## src/rtl/unidad_control_alu.sv

```systemverilog
// Two-state sequencer around the external 4-bit ALU: accept instruction, read operands
// from a 4x4 register bank, then retire the ALU result (or an immediate) back to the bank.
module unidad_control_alu #(
    parameter int DATA_W   = 4,
    parameter int NUM_REGS = 4
) (
    input  logic              iClk,
    input  logic              iReset,
    input  logic              iInstrValid,
    input  logic [13:0]       ivInstr,
    output logic              oReady,
    output logic [3:0]        ovAluInstruccion,
    output logic [DATA_W-1:0] ovAluRegA,
    output logic [DATA_W-1:0] ovAluRegB,
    input  logic [DATA_W-1:0] ivAluResultado,
    input  logic [3:0]        ivAluFlags,
    output logic [3:0]        ovFlags,
    output logic [DATA_W-1:0] ovResultado,
    output logic              oDone,
    output logic              oError,
    input  logic [1:0]        ivRdAddr,
    output logic [DATA_W-1:0] ovRdData
);

    typedef enum logic {
        IDLE = 1'b0,
        EXEC = 1'b1
    } state_t;

    localparam logic [3:0] OP_LAST_ALU = 4'b1010;
    localparam logic [3:0] OP_LOADI    = 4'b1111;

    state_t            r_state;
    logic [DATA_W-1:0] r_regs [NUM_REGS];
    logic [1:0]        r_rd;
    logic [DATA_W-1:0] r_imm;
    logic [3:0]        r_alu_op;
    logic [DATA_W-1:0] r_alu_a;
    logic [DATA_W-1:0] r_alu_b;
    logic [3:0]        r_flags;
    logic [DATA_W-1:0] r_resultado;
    logic              r_done;
    logic              r_error;

    logic [3:0]        w_op;
    logic [1:0]        w_rd;
    logic [1:0]        w_ra;
    logic [1:0]        w_rb;
    logic [DATA_W-1:0] w_imm;

    assign w_op  = ivInstr[13:10];
    assign w_rd  = ivInstr[9:8];
    assign w_ra  = ivInstr[7:6];
    assign w_rb  = ivInstr[5:4];
    assign w_imm = ivInstr[3:0];

    // The opcode register doubles as the captured opcode acted on in EXEC.
    always_ff @(posedge iClk) begin
        if (iReset) begin
            r_state     <= IDLE;
            r_rd        <= '0;
            r_imm       <= '0;
            r_alu_op    <= '0;
            r_alu_a     <= '0;
            r_alu_b     <= '0;
            r_flags     <= '0;
            r_resultado <= '0;
            r_done      <= 1'b0;
            r_error     <= 1'b0;
            for (int i = 0; i < NUM_REGS; i++) begin
                r_regs[i] <= '0;
            end
        end else begin
            r_done  <= 1'b0;
            r_error <= 1'b0;
            case (r_state)
                IDLE: begin
                    if (iInstrValid) begin
                        r_alu_op <= w_op;
                        r_alu_a  <= r_regs[w_ra];
                        r_alu_b  <= r_regs[w_rb];
                        r_rd     <= w_rd;
                        r_imm    <= w_imm;
                        r_state  <= EXEC;
                    end
                end
                EXEC: begin
                    if (r_alu_op <= OP_LAST_ALU) begin
                        r_regs[r_rd] <= ivAluResultado;
                        r_resultado  <= ivAluResultado;
                        r_flags      <= ivAluFlags;
                    end else if (r_alu_op == OP_LOADI) begin
                        r_regs[r_rd] <= r_imm;
                        r_resultado  <= r_imm;
                    end else begin
                        r_error <= 1'b1;
                    end
                    r_done  <= 1'b1;
                    r_state <= IDLE;
                end
                default: r_state <= IDLE;
            endcase
        end
    end

    assign oReady           = (r_state == IDLE);
    assign ovAluInstruccion = r_alu_op;
    assign ovAluRegA        = r_alu_a;
    assign ovAluRegB        = r_alu_b;
    assign ovFlags          = r_flags;
    assign ovResultado      = r_resultado;
    assign oDone            = r_done;
    assign oError           = r_error;
    assign ovRdData         = r_regs[ivRdAddr];

endmodule

```

## config.mk

```make
export PLATFORM = sky130hd
export DESIGN_NAME = unidad_control_alu
export DESIGN_NICKNAME = d
export VERILOG_FILES = /design/src/rtl/unidad_control_alu.sv
export SDC_FILE = /design/constraint.sdc
export NUM_CORES = 1
export LEC_CHECK = 0
export CORE_MARGIN = 5
export CORE_UTILIZATION = 35
export CTS_CLUSTER_DIAMETER = 150
export CTS_CLUSTER_SIZE = 30
export DETAILED_ROUTE_END_ITERATION = 8
export PLACE_DENSITY = 0.62
export SYNTH_ARGS = -nofsm -noshare
export SYNTH_HDL_FRONTEND = slang
export SYNTH_SLANG_ARGS = --single-unit
```

## constraint.sdc

```tcl
create_clock -name iClk -period 1.7 [get_ports iClk]
set_clock_uncertainty 0.05 [all_clocks]
set_input_delay 0.34 -clock iClk [delete_from_list [all_inputs] [get_ports iClk]]
set_output_delay 0.34 -clock iClk [all_outputs]
set_load 0.005 [all_outputs]
```

==> flow_summary_export.csv, run 1 <==
group,metric,value,unit
clocking,numCtsBuffers,5,
setup_path,slowest_delay,460,ps
clocking,cts_hold_buf,0,
pwr,power.density,766,mW/mm²
clocking,clk_pin_slew_worst_paths,90,ps
logic_synthesis,yosysTopAreaCellShare,0.292,
logic_synthesis,synth_mux_area_frac,0.176,
setup_path,critPathCapture,"ovRdData[1]",
setup_path,startpoint,"r_regs[0][1]",
routing,drt_pre_antenna_iters,4,
pwr,vdd_drop_max,0.000406,V
logic_synthesis,synth-xor-area-share,0,
timing,min_period_over_period,1.02,
layout,area_delta_synth_final,46.9,%
global_route,grt_max_degree,20,
logic_synthesis,ys_ff_latch,45,
logic_synthesis,netlist_instances,177,
global_route,antenna_found_initial,0,
routing,ant_nets,0,
setup_path,critPathCaptureType,"output pin",
run_status,status,"finished, violations left",
floorplan,die_w,85.4,µm
placed_design,dp_cells,321,
floorplan,die-area,0.00730,mm²
logic_synthesis,synth_top_family_by_area,"multiplexers",
clocking,htree_levels,2,
hold_path,hp-class,"reg -> reg",
logic_synthesis,yosysTopAreaCell,"dfxtp_1",
setup_path,r2r_slack,130,ps
hold_path,hold_depth,2,
pwr,p_leak,1.12,nW
logic_synthesis,synth-simple-area-share,0.162,
setup_path,critPathKind,"reg -> out",
layout,instances_no_fill,333,
layout,nNetsFinal,287,
routing,routedWlPerCell,13.8,µm
logic_synthesis,syn_nets,204,
placed_design,routabilityCongestion,0.752,
clocking,cts_buffer_depth,2,
clocking,clkLatencyLatePin,300,ps
setup_path,cp_top_family,"multiplexers",
floorplan,rows,27,
global_route,grt_pass1_wl,7.56,mm
routing,viasPerCell,4.72,
logic_synthesis,ys_types,26,
setup_path,cp_data_required_time,1310,ps
timing,fmax,578,MHz
setup_path,timing.rr.start,"ovAluInstruccion[0]",
setup_path,arrival,1340,ps
layout,drive_above_1_share,0.287,
timing,hold_viol,0,
layout,final_core_util,0.531,
logic_synthesis,synth_seq_area_share,0.533,
clocking,root_buffer,"clkbuf_8",
run_status,violations,"negative setup slack",
flow_run,cap_violations,0,
setup_path,path_buf_inv,1,
timing,worst_slack,-31.6,ps
placed_design,hpwlAfterDp,3.59,mm
setup_path,crit_chain,"mux4_2 > buf_2",
routing,dr.first_iter.drc_count,37,
floorplan,initial_utilization,0.362,
floorplan,pin_count,54,
setup_path,path_depth,2,
global_route,groute.usage.overall,0.133,
global_route,grt.overflow.total,0,
floorplan,die_y,85.4,µm
clocking,cts_tree,"yes",
timing,finalSetupTns,-94.5,ps
timing,worst_pin_slew,470,ps
clocking,clkSinkCount,45,
setup_path,cp-start-kind,"register",
placed_design,port_buffers,53,
routing,drt-total-wl,4.59,mm
timing,grt_setup_unrepaired,"true",
setup_path,reg2regPathDepth,4,
logic_synthesis,ys_warn_count,0,
setup_path,cp_max_fo,3,
layout,mostFrequentLayoutCell,"clkdlybuf4s50_1",
logic_synthesis,synth_compound_area_frac,0.0968,
timing,slew_headroom,0.686,
logic_synthesis,synthesis.area,0.00199,mm²
logic_synthesis,synth_area_leaders,"dfxtp_1 29%, edfxtp_1 24%, mux4_2 14%, nand2_1 7.4%, a21oi_1 5.0%",
timing,setup_viol_count_final,4,
timing,slew_violations,0,
layout,diodes,0,
logic_synthesis,syn_avg_cell_area,11.2,µm²
layout,final_cell_mix,"46 x clkdlybuf4s50_1, 39 x nand2_1, 32 x buf_4, 24 x dfxtp_1, 20 x a21oi_1",
logic_synthesis,synthAdderAreaFrac,0,
routing,vias,1571,
timing,final.min_clock_period,1730,ps
global_route,grt_pass1_vias,1555,
setup_path,crit_slowest_cell,"mux4_2",
layout,nFillCells,520,
floorplan,coreArea,0.00551,mm²
setup_path,crit-reg2reg-capture,"r_regs[0][0]",
routing,drt_drc_violations_left,0,
## cell usage after synthesis
master,number
o21ba_2,1
o2bb2ai_1,4
nor2_4,1
nand2_2,2
o21ai_1,2
edfxtp_1,16
o31ai_4,1
nand3b_4,1
a21oi_1,20
and3b_1,1
buf_2,3
nor2b_1,1
mux4_2,12
nor2_1,17
clkbuf_1,4
nor4_1,4
nand4b_1,2
inv_1,3
buf_6,2
a21boi_1,1
nand3_1,1
nor2_2,1
dfxtp_1,29
o21ai_2,1
nand2_1,39
mux2i_1,8
## final cells by class
cell class | instances | area, µm² | share of cell area
Clock buffer | 5 | 68.8 | 0.0235
Clock inverter | 3 | 21.3 | 0.00727
Inverter | 3 | 11.3 | 0.00385
Multi-Input combinational cell | 120 | 907 | 0.310
Sequential cell | 45 | 1070 | 0.367
Tap cell | 72 | 90.1 | 0.0308
Timing Repair Buffer | 85 | 753 | 0.258
## repair_timing
item / CTS / global route
setup endpoints to repair: 7 / 20
setup buffers: 2 / 2
pin swaps: 0 / 1
gates cloned: 0 / 0
gates resized for setup: 24 / 11
## per-stage QoR
step | hold slack, ps | setup slack, ps | total power, mW | area [µm²]
finish | 405 | -31.6 | 2.24 | 2920
global route | 426 | -116 | 2.36 | 2920
CTS | 407 | -65.1 | 2.26 | 2860
detailed placement | 395 | -682 | 1.60 | 2770
global placement | 392 | -626 | 1.59 | 2770
floorplan | 386 | 48.4 | 1.38 | 1990
## logic make-up (layout without fill, tap and decap cells)
group                  count (synthesis)  in the layout
DFF                                   45             45
buffers and inverters                 12             96
muxes                                 20             20
AOI/OAI and AO/OA                     30             30
and+or+nand+nor                       70             70
## state kept, by name (all words and copies together), names as in the netlist
signal and flops:
r_regs 16, ovAluInstruccion 4, ovAluRegA 4, ovAluRegB 4, ovFlags 4, ovResultado 4, r_imm 4, r_rd 2
oDone 1, oError 1, r_state 1
## tightest hold or removal path, stage by stage (launching register included)
cell and delay [ps]:
dfxtp_1 320, nand2_1 50, a21oi_1 50
## power breakdown
part	internal, mW	leakage (nW)	switching [mW]
Combinational	0.218	0.668	0.138
Clock	0.292	0.0445	0.379
Sequential	1.17	0.407	0.0457
Total	1.68	1.12	0.563
## routing by layer
layer / global-route usage / up-vias / share of wire
met5: 0 / - / 0
met4: 0.0432 / 0 / 0.013
met3: 0.0340 / 5 / 0.049
met2: 0.232 / 40 / 0.50
met1: 0.160 / 719 / 0.43
li1: - / 807 / -
## worst min path at each step
stage                             from  slack (ps)            to
after global placement        r_imm[0]         390      r_imm[0]
final                         r_imm[0]         400      r_imm[0]
after floorplan               r_imm[0]         390      r_imm[0]
after CTS                     r_imm[0]         410      r_imm[0]
after detailed placement      r_imm[0]         390      r_imm[0]
after global routing      ovAluRegB[0]         430  ovAluRegB[0]
Note: power is estimated with default switching activity, not from simulation.
==> run 2, diff against run 1 <==
--- a/config.mk
+++ b/config.mk
@@ -5,6 +5,7 @@
 export SDC_FILE = /design/constraint.sdc
 export NUM_CORES = 1
 export LEC_CHECK = 0
+export ABC_CLOCK_PERIOD_IN_PS = 1700
 export CORE_MARGIN = 5
 export CORE_UTILIZATION = 35
 export CTS_CLUSTER_DIAMETER = 150
==> results of run 2 <==
Same layout as run 1: the final DEF is identical, and so are final timing and power.
